===== src/rtl/tile_collider_if.sv =====
// Move request, map probe port and committed-position outputs of the tile collider.
// The collider takes the slave view; the game/map side takes the master view.
interface tile_collider_if;
   logic              start;
   logic signed [5:0] dx;
   logic signed [5:0] dy;
   logic [9:0]        probe_x;
   logic [9:0]        probe_y;
   logic              probe_hit;
   logic [9:0]        pos_x;
   logic [9:0]        pos_y;
   logic              busy;
   logic              done;
   logic              grounded;
   logic              hit_wall;
   logic              hit_ceiling;

   modport master (
      output start, dx, dy, probe_hit,
      input  probe_x, probe_y, pos_x, pos_y, busy, done, grounded, hit_wall, hit_ceiling
   );

   modport slave (
      input  start, dx, dy, probe_hit,
      output probe_x, probe_y, pos_x, pos_y, busy, done, grounded, hit_wall, hit_ceiling
   );
endinterface


===== src/rtl/tile_collider.sv =====
// Per-frame movement resolver: probes the four box corners against the tile map,
// X axis first then Y, and commits an axis-separated collision-free position.
module tile_collider #(
   parameter int X_INIT = 175,
   parameter int Y_INIT = 66,
   parameter int W      = 32,
   parameter int H      = 32
) (
   input logic           clk,
   input logic           rst_n,
   tile_collider_if.slave bus
);

   localparam logic [9:0] W_OFF = 10'(W - 1);
   localparam logic [9:0] H_OFF = 10'(H - 1);

   typedef enum logic [2:0] {IDLE, PX, CX, PY, CY} state_t;

   state_t            state;
   logic [1:0]        k;
   logic signed [5:0] dx_q;
   logic signed [5:0] dy_q;
   logic [10:0]       cand_x;
   logic [10:0]       cand_y;
   logic [9:0]        x_res;
   logic [9:0]        pos_x_q;
   logic [9:0]        pos_y_q;
   logic [9:0]        probe_x_q;
   logic [9:0]        probe_y_q;
   logic              blocked;
   logic              hit_wall_n;
   logic              busy_q;
   logic              done_q;
   logic              grounded_q;
   logic              hit_wall_q;
   logic              hit_ceiling_q;

   logic [10:0]       start_cand_x;
   logic [10:0]       next_cand_y;
   logic [1:0]        next_k;
   logic [9:0]        base_x;
   logic [9:0]        base_y;
   logic [9:0]        next_probe_x;
   logic [9:0]        next_probe_y;
   logic              x_ok;
   logic              y_ok;

   // Candidates carry an 11th bit so wrap below 0 or above 1023 shows up as bit 10.
   always_comb begin
      start_cand_x = {1'b0, pos_x_q} + {{5{bus.dx[5]}}, bus.dx};
      next_cand_y  = {1'b0, pos_y_q} + {{5{dy_q[5]}}, dy_q};
      x_ok         = !blocked && !cand_x[10];
      y_ok         = !blocked && !cand_y[10];
      next_k       = k + 2'd1;
      base_x       = (state == PY) ? x_res : cand_x[9:0];
      base_y       = (state == PY) ? cand_y[9:0] : pos_y_q;
      next_probe_x = base_x + (next_k[0] ? W_OFF : 10'd0);
      next_probe_y = base_y + (next_k[1] ? H_OFF : 10'd0);
   end

   always_ff @(posedge clk or negedge rst_n) begin
      if (!rst_n) begin
         state         <= IDLE;
         k             <= 2'd0;
         dx_q          <= '0;
         dy_q          <= '0;
         cand_x        <= '0;
         cand_y        <= '0;
         x_res         <= 10'(X_INIT);
         pos_x_q       <= 10'(X_INIT);
         pos_y_q       <= 10'(Y_INIT);
         probe_x_q     <= '0;
         probe_y_q     <= '0;
         blocked       <= 1'b0;
         hit_wall_n    <= 1'b0;
         busy_q        <= 1'b0;
         done_q        <= 1'b0;
         grounded_q    <= 1'b0;
         hit_wall_q    <= 1'b0;
         hit_ceiling_q <= 1'b0;
      end else begin
         done_q <= 1'b0;
         case (state)
            IDLE: begin
               if (bus.start) begin
                  dx_q      <= bus.dx;
                  dy_q      <= bus.dy;
                  cand_x    <= start_cand_x;
                  probe_x_q <= start_cand_x[9:0];
                  probe_y_q <= pos_y_q;
                  k         <= 2'd0;
                  blocked   <= 1'b0;
                  busy_q    <= 1'b1;
                  state     <= PX;
               end
            end
            // The hit for the probe presented this cycle is folded in at the edge ending it.
            PX, PY: begin
               blocked <= blocked | bus.probe_hit;
               if (k == 2'd3) begin
                  state <= (state == PX) ? CX : CY;
               end else begin
                  k         <= next_k;
                  probe_x_q <= next_probe_x;
                  probe_y_q <= next_probe_y;
               end
            end
            CX: begin
               x_res      <= x_ok ? cand_x[9:0] : pos_x_q;
               hit_wall_n <= !x_ok && (dx_q != 6'sd0);
               cand_y     <= next_cand_y;
               probe_x_q  <= x_ok ? cand_x[9:0] : pos_x_q;
               probe_y_q  <= next_cand_y[9:0];
               k          <= 2'd0;
               blocked    <= 1'b0;
               state      <= PY;
            end
            CY: begin
               pos_x_q       <= x_res;
               pos_y_q       <= y_ok ? cand_y[9:0] : pos_y_q;
               hit_wall_q    <= hit_wall_n;
               grounded_q    <= !y_ok && (dy_q > 6'sd0);
               hit_ceiling_q <= !y_ok && dy_q[5];
               done_q        <= 1'b1;
               busy_q        <= 1'b0;
               state         <= IDLE;
            end
            default: state <= IDLE;
         endcase
      end
   end

   assign bus.probe_x     = probe_x_q;
   assign bus.probe_y     = probe_y_q;
   assign bus.pos_x       = pos_x_q;
   assign bus.pos_y       = pos_y_q;
   assign bus.busy        = busy_q;
   assign bus.done        = done_q;
   assign bus.grounded    = grounded_q;
   assign bus.hit_wall    = hit_wall_q;
   assign bus.hit_ceiling = hit_ceiling_q;

endmodule


===== src/flat_wrapper.sv =====
// flat-port wrapper written by rule: the top's interface ports become plain ports
module tile_collider_flat 
#(
   parameter int X_INIT = 175,
   parameter int Y_INIT = 66,
   parameter int W      = 32,
   parameter int H      = 32
)
  (clk, rst_n, bus_start, bus_dx, bus_dy, bus_probe_hit, bus_probe_x, bus_probe_y, bus_pos_x, bus_pos_y, bus_busy, bus_done, bus_grounded, bus_hit_wall, bus_hit_ceiling);
  tile_collider_if bus_i ();
  input logic clk;
  input logic rst_n;
  input wire logic [$bits(bus_i.start)-1:0] bus_start;
  input wire logic [$bits(bus_i.dx)-1:0] bus_dx;
  input wire logic [$bits(bus_i.dy)-1:0] bus_dy;
  input wire logic [$bits(bus_i.probe_hit)-1:0] bus_probe_hit;
  output wire logic [$bits(bus_i.probe_x)-1:0] bus_probe_x;
  output wire logic [$bits(bus_i.probe_y)-1:0] bus_probe_y;
  output wire logic [$bits(bus_i.pos_x)-1:0] bus_pos_x;
  output wire logic [$bits(bus_i.pos_y)-1:0] bus_pos_y;
  output wire logic [$bits(bus_i.busy)-1:0] bus_busy;
  output wire logic [$bits(bus_i.done)-1:0] bus_done;
  output wire logic [$bits(bus_i.grounded)-1:0] bus_grounded;
  output wire logic [$bits(bus_i.hit_wall)-1:0] bus_hit_wall;
  output wire logic [$bits(bus_i.hit_ceiling)-1:0] bus_hit_ceiling;
  assign bus_i.start = bus_start;
  assign bus_i.dx = bus_dx;
  assign bus_i.dy = bus_dy;
  assign bus_i.probe_hit = bus_probe_hit;
  assign bus_probe_x = bus_i.probe_x;
  assign bus_probe_y = bus_i.probe_y;
  assign bus_pos_x = bus_i.pos_x;
  assign bus_pos_y = bus_i.pos_y;
  assign bus_busy = bus_i.busy;
  assign bus_done = bus_i.done;
  assign bus_grounded = bus_i.grounded;
  assign bus_hit_wall = bus_i.hit_wall;
  assign bus_hit_ceiling = bus_i.hit_ceiling;
  tile_collider #(.X_INIT(X_INIT), .Y_INIT(Y_INIT), .W(W), .H(H)) u_core (.clk(clk), .rst_n(rst_n), .bus(bus_i));
endmodule

===== config.mk =====
export PLATFORM = sky130hd
export DESIGN_NAME = tile_collider_flat
export DESIGN_NICKNAME = d
export VERILOG_FILES = /design/src/rtl/tile_collider_if.sv /design/src/rtl/tile_collider.sv /design/src/flat_wrapper.sv
export SDC_FILE = /design/constraint.sdc
export NUM_CORES = 1
export LEC_CHECK = 0
export ABC_CLOCK_PERIOD_IN_PS = 5400
export CAP_MARGIN = 10
export CORE_AREA = 2 2 106 108
export DETAILED_ROUTE_END_ITERATION = 8
export DIE_AREA = 0 0 108 110
export GPL_TIMING_DRIVEN = 1
export PLACE_DENSITY = 0.76
export SETUP_SLACK_MARGIN = 0.2
export SYNTH_ARGS = -nofsm -noshare
export SYNTH_HDL_FRONTEND = slang
export SYNTH_SLANG_ARGS = --single-unit

===== constraint.sdc =====
create_clock -name clk -period 5.4 [get_ports clk]
set_input_delay 1.08 -clock clk [delete_from_list [all_inputs] [get_ports clk]]
set_output_delay 1.08 -clock clk [all_outputs]
set_load 0.01 [all_outputs]

==> summary.md, run 1 <==
| Metric | Value |
|---|---|
| Layout Nets | `684` |
| Slowest CP cell | `dfrtp_1` |
| Share of cells above drive strength 1 | `0.116` |
| Vias in the first global route | `4,574` |
| Critical Path Fanout Max | `26` |
| Seq/Total Area, Yosys | `0.422` |
| Global Route Usage Sum | `0.255` |
| Relative slew slack | `0.305` |
| Max-cap violations | `0` |
| Net Count, Synth | `634` |
| Initial antenna violation count | `0` |
| Via-per-instance ratio | `6.02` |
| Ys Warns | `0` |
| CP delay by family, top | `compound AO/OA/AOI/OAI gates` |
| First-pass GRT wire length | `23,400 µm` |
| Fmax | `299 MHz` |
| Kind of critical path | `register to register` |
| Post-synthesis register bit count | `96` |
| Mapped Avg Cell Area | `9.84 µm²` |
| Leakage | `3.02 nW` |
| Clock Pin Slew Worst Setup and Hold Paths | `0.10 ns` |
| # rows | `38` |
| Most common cell after layout, fill and taps aside | `dfrtp_1` |
| Drt first pass iters | `5` |
| Clk_lat worst skew | `0.37 ns` |
| Initial detailed-routing violation count | `330` |
| Clk sinks | `96` |
| DR vias | `4,681` |
| CTS tree | `done` |
| Die X-Extent | `108 µm` |
| PortBufs | `60` |
| Diode count | `0` |
| Syn Std Cell Area | `5730 µm²` |
| IO Count | `61` |
| CTS hold repair buffers | `0` |
| Die H | `110 µm` |
| GPL Wtd Cong | `0.901` |
| HP Class | `register to register` |
| H-tree lvl count | `3` |
| Setup TNS | `0 ns` |
| Clock buffer depth | `2` |
| Tmin final | `3.34 ns` |
| Initial Util | `0.536` |
| Critical path buffer and inverter count | `1` |
| Max Slew Vio Count | `0` |
| Filler instances | `893` |
| Root Buffer | `clkbuf_8` |
| Worst Tran Pin Value | `1.04 ns` |
| Crit path cell chain | `nand3b_4 > mux2_2 > ha_1 > inv_1 > fa_1 > nor2b_1 > o31a_1 > o21bai_1 > xor2_1 > a211o_1 > o22a_1` |
| CTS Buf Count | `9` |
| Syn Inst Count | `583` |
| RSZ-0062 raised after global routing | `no` |
| ANT nets after route | `0` |
| Core Area | `10,700 µm²` |
| Largest net degree at the start of global routing | `60` |
| Hold WS | `0.483 ns` |
| Max IR drop VDD | `315 µV` |
| Final hold viol count | `0` |
| Dpl hpwl | `10,300 µm` |
| Post-synth top flop | `dfrtp_1` |
| DRC viols | `0` |
| Crit path DAT | `3.61 ns` |
| Setup Skew | `0.0108 ns` |
| GR Overflow Total | `0` |
| FF-to-FF setup slack | `2.06 ns` |
| Crit path largest cell delay | `0.68 ns` |
| Postcts setup bufs | `0` |
| Post-layout util | `0.620` |
| Status | `completed` |
| Critical path endpoint category | `register` |
| Per-cell routed wire length | `18.5 µm` |
| Async set or reset register ratio after synthesis | `1.00` |
| Final Cycle Share | `0.619` |
| Most frequent cells in the layout | `dfrtp_1, nand2_1, clkdlybuf4s50_1, nor2_1, o21ai_0` |
| Resized Gates After CTS | `0` |
| Total Wirelength | `14,400 µm` |
| Pwr Density | `578 nW/µm²` |
| Die area | `11,900 µm²` |
| Final setup violation count | `0` |
| Netlist cell types | `58` |
| Area grow syn2layout | `15.6%` |
| Setup crit start kind | `register` |
| Post-synth EDFFs | `0` |
| CP Data Required Time | `5.67 ns` |
-- flip-flops by register name, indices dropped and copies added, names as in the netlist, 2 cells and up --
register / flops
u_core.bus.pos_x: 10
u_core.bus.pos_y: 10
u_core.bus.probe_x: 10
u_core.bus.probe_y: 10
u_core.cand_x: 11
u_core.cand_y: 11
u_core.dx_q: 6
u_core.dy_q: 6
u_core.k: 2
u_core.state: 3
u_core.x_res: 10
-- synth_stat cells (3+ instances only) --
library cell,n,area share
dfrtp_1,82,0.36
nand2_1,79,0.052
nor2_1,38,0.025
o21ai_0,34,0.030
mux2_2,33,0.065
ha_1,31,0.068
a21oi_1,28,0.024
o21ai_1,20,0.017
a21o_1,18,0.024
dfstp_2,14,0.064
xnor2_1,13,0.020
xor2_1,13,0.020
clkbuf_1,12,0.0079
inv_1,12,0.0079
mux2i_1,12,0.021
mux2_1,11,0.022
nor3_1,10,0.0087
and3_1,9,0.0098
buf_2,9,0.0079
a31oi_1,8,0.0087
a211oi_1,7,0.0092
o221ai_1,7,0.011
nor2b_1,6,0.0065
nand3_1,5,0.0044
o21a_1,5,0.0065
o22a_1,5,0.0076
o22ai_1,5,0.0055
a221oi_1,4,0.0061
fa_1,4,0.014
buf_1,3,0.0020
nand3b_1,3,0.0039
o211ai_1,3,0.0039
o21bai_1,3,0.0039
o31ai_1,3,0.0039
-- per-layer routing --
layer / part of all wire / GRT usage
met5: 0 / 0
met1: 0.46 / 0.357
met2: 0.47 / 0.414
met3: 0.054 / 0.0353
met4: 0.014 / 0.0797
-- area by class of cell --
class                      instances  area [µm²]  area share
clock inverter                     6        70.1      0.0106
tap                              140         175      0.0264
multi-input combinational        448        3150       0.476
inverter                          14        52.6     0.00793
sequential                        96        2420       0.365
timing repair buffer              64         628      0.0948
clock buffer                      10         128      0.0193
-- worst min-delay path, cell delays in order (launching register included) --
cell	delay, ns
dfrtp_1	0.35
nand2_1	0.05
nand2_1	0.05
-- path summary, 6_finish.rpt --
kind	startpoint	endpoint	cells past startpoint
max	u_core.state[1]	u_core.bus.probe_x[8]	11
max reg2reg	u_core.state[1]	u_core.bus.probe_x[8]	11
min	u_core.bus.busy	u_core.bus.busy	2
min reg2reg	u_core.bus.busy	u_core.bus.busy	2
max in group asynchronous	rst_n	u_core.x_res[1]	2
min in group asynchronous	rst_n	u_core.bus.busy	1
-- per-stage QoR --
| step | instance area, µm² | instances | total power, W | setup WS [ns] |
|---|---|---|---|---|
| final | 6630 | 778 | 0.00383 | 2.06 |
| after global routing | 6630 | 778 | 0.00411 | 1.87 |
| after CTS | 6630 | 778 | 0.00383 | 2.09 |
| after detailed placement | 6430 | 762 | 0.00333 | 2.05 |
| after global placement | 6430 | 762 | 0.00327 | 2.06 |
| after floorplan | 5730 | 583 | 0.00268 | 2.56 |
-- report_power, final --
group	internal, W	leakage (nW)	switching (W)
clock	0.000217	0.100	0.000272
combinational	0.000947	1.74	0.00109
sequential	0.00102	1.18	0.000285
-- cell families after synthesis --
kind of cell,Yosys count,share of synthesized area
AOI/OAI and AO/OA,170,0.195
and+or+nand+nor,161,0.125
DFF,96,0.422
muxes,56,0.107
buffers and inverters,39,0.0288
adders and majority gates,35,0.0816
xor gates and xnor gates,26,0.0397
Note: power is estimated with default switching activity, not from simulation.
==> run 2, diff against run 1 <==
- ABC_CLOCK_PERIOD_IN_PS: 5400 -> 3300
- clock period: 5.4 -> 3.3 ns (I/O delays scaled with it)
==> run 2 against run 1 <==
  * Design area increased by 1.1%
  * Critical path depth unchanged
  * Cell count increased by 1.3%
  * Flip-flop and latch count unchanged
  * Maximum frequency increased by 17%
  * Routed wire length increased by 1.5%
  * Highest routed layer unchanged
==> summary.md, run 2 (synthesized netlist as in run 1, its figures left out) <==
| Metric | Value |
|---|---|
| RSZ-0062 raised after global routing | `no` |
| PortBufs | `60` |
| Final setup violation count | `0` |
| Share of cells above drive strength 1 | `0.130` |
| HP Class | `input pin to async pin` |
| Critical path endpoint category | `register` |
| Die area | `11,900 µm²` |
| Most common cell after layout, fill and taps aside | `dfrtp_1` |
| Via-per-instance ratio | `5.99` |
| CP Data Required Time | `3.57 ns` |
| Clk_lat worst skew | `0.38 ns` |
| Initial detailed-routing violation count | `248` |
| Largest registers | `u_core.cand_x (11), u_core.cand_y (11)` |
| Total Power | `0.00627 W` |
| GPL Wtd Cong | `0.913` |
| Worst Tran Pin Value | `0.739 ns` |
| Crit path cell chain | `nand3b_4 > mux2_2 > ha_1 > inv_1 > fa_1 > nor2b_1 > o31a_1 > o21bai_1 > xor2_1 > a211o_1 > o22a_1` |
| Max-cap violations | `0` |
| Crit path largest cell delay | `0.42 ns` |
| Status | `completed` |
| H-tree lvl count | `3` |
| Die H | `110 µm` |
| Initial antenna violation count | `0` |
| Layout Nets | `694` |
| Tmin final | `2.86 ns` |
| Kind of critical path | `register to register` |
| Diode count | `0` |
| Slowest CP cell | `fa_1` |
| ANT nets after route | `0` |
| Postcts setup bufs | `0` |
| # rows | `38` |
| Max IR drop VDD | `641 µV` |
| Clock Pin Slew Worst Setup and Hold Paths | `0.10 ns` |
| Setup Skew | `0.0129 ns` |
| Global Route Usage Sum | `0.261` |
| GR Overflow Total | `0` |
| Per-cell routed wire length | `18.5 µm` |
| Resized Gates After CTS | `0` |
| DR vias | `4,723` |
| Relative slew slack | `0.503` |
| Dpl hpwl | `10,600 µm` |
| Area grow syn2layout | `16.9%` |
| DRC viols | `0` |
| Leakage | `3.07 nW` |
| Crit path DAT | `3.13 ns` |
| CTS hold repair buffers | `0` |
| Total Wirelength | `14,600 µm` |
| Most frequent cells in the layout | `dfrtp_1, nand2_1, clkdlybuf4s50_1, nor2_1, o21ai_0` |
| CTS tree | `done` |
| Setup crit start kind | `register` |
| Clock buffer depth | `2` |
| Core Area | `10,700 µm²` |
| Final Cycle Share | `0.867` |
| Max Slew Vio Count | `0` |
| Fmax | `350 MHz` |
| Vias in the first global route | `4,635` |
| Drt first pass iters | `5` |
| Setup TNS | `0 ns` |
| Critical Path Fanout Max | `10` |
| Initial Util | `0.536` |
| Largest net degree at the start of global routing | `52` |
| Clk sinks | `96` |
| Die X-Extent | `108 µm` |
| First-pass GRT wire length | `24,000 µm` |
| Pwr Density | `936 nW/µm²` |
| IO Count | `61` |
| CTS Buf Count | `9` |
| Root Buffer | `clkbuf_8` |
| Final hold viol count | `0` |
run 2: area by class of cell:
cell class | count | area (µm²)
fillers | 902 | 4000
multi-input cells | 448 | 3150
flip-flops and latches | 96 | 2420
repair buffers | 74 | 728
well taps | 140 | 175
clock buffers | 11 | 141
inverters | 14 | 52.6
clock inverters | 5 | 31.3
run 2: power by group:
group	switching (W)	internal [W]	total [W]	leakage (nW)
Clock	0.000409	0.000294	0.000703	0.0895
Sequential	0.000428	0.00167	0.00210	1.18
Combinational	0.00185	0.00162	0.00347	1.80
run 2: critical path, delay by kind of cell (launching register included):
family | cells | cell delay (ns)
AOI/OAI and AO/OA | 4 | 0.77
adders and majority gates | 2 | 0.61
and+or+nand+nor | 2 | 0.45
DFF | 1 | 0.39
muxes | 1 | 0.27
xor gates and xnor gates | 1 | 0.17
buffers and inverters | 1 | 0.07
run 2: path summary, 6_finish.rpt:
check                                           start               endpoint  slack [ns]  cells past startpoint
worst max-delay path                  u_core.state[2]  u_core.bus.probe_x[8]        0.44                     11
worst min-delay path                            rst_n         u_core.dx_q[5]        0.29                      1
worst max register to register        u_core.state[2]  u_core.bus.probe_x[8]        0.44                     11
worst min register to register  u_core.bus.probe_x[3]  u_core.bus.probe_x[3]        0.49                      2
max in group asynchronous                       rst_n    u_core.bus.pos_y[6]        2.29                      2
min in group clk                u_core.bus.probe_x[3]  u_core.bus.probe_x[3]        0.49                      2
run 2: per-stage QoR:
| step | instance area [µm²] | hold WS (ns) | instances | utilization | setup WS, ns |
|---|---|---|---|---|---|
| 6_report | 6700 | 0.288 | 788 | 0.627 | 0.440 |
| 5_1_grt | 6700 | 0.331 | 788 | 0.627 | 0.325 |
| 4_1_cts | 6700 | 0.296 | 788 | 0.627 | 0.467 |
| 3_5_place_dp | 6530 | 0.468 | 772 | 0.610 | 0.409 |
| 3_3_place_gp | 6530 | 0.463 | 772 | 0.610 | 0.430 |
| 2_1_floorplan | 5730 | 0.364 | 583 | - | 0.455 |
run 2: per-layer routing:
| metal | GRT usage | wire length, µm | up-vias |
|---|---|---|---|
| li1 | - | - | 2252 |
| met4 | 0.0806 | 208 | 0 |
| met1 | 0.381 | 6830 | 2335 |
| met2 | 0.408 | 6950 | 118 |
| met3 | 0.0353 | 607 | 18 |
| met5 | 0 | 0 | - |
==> run 3, diff against run 2 <==
- ABC_CLOCK_PERIOD_IN_PS: 3300 -> not set
==> results of run 3 <==
The final DEF is identical to that of run 2; final timing and power are the same.
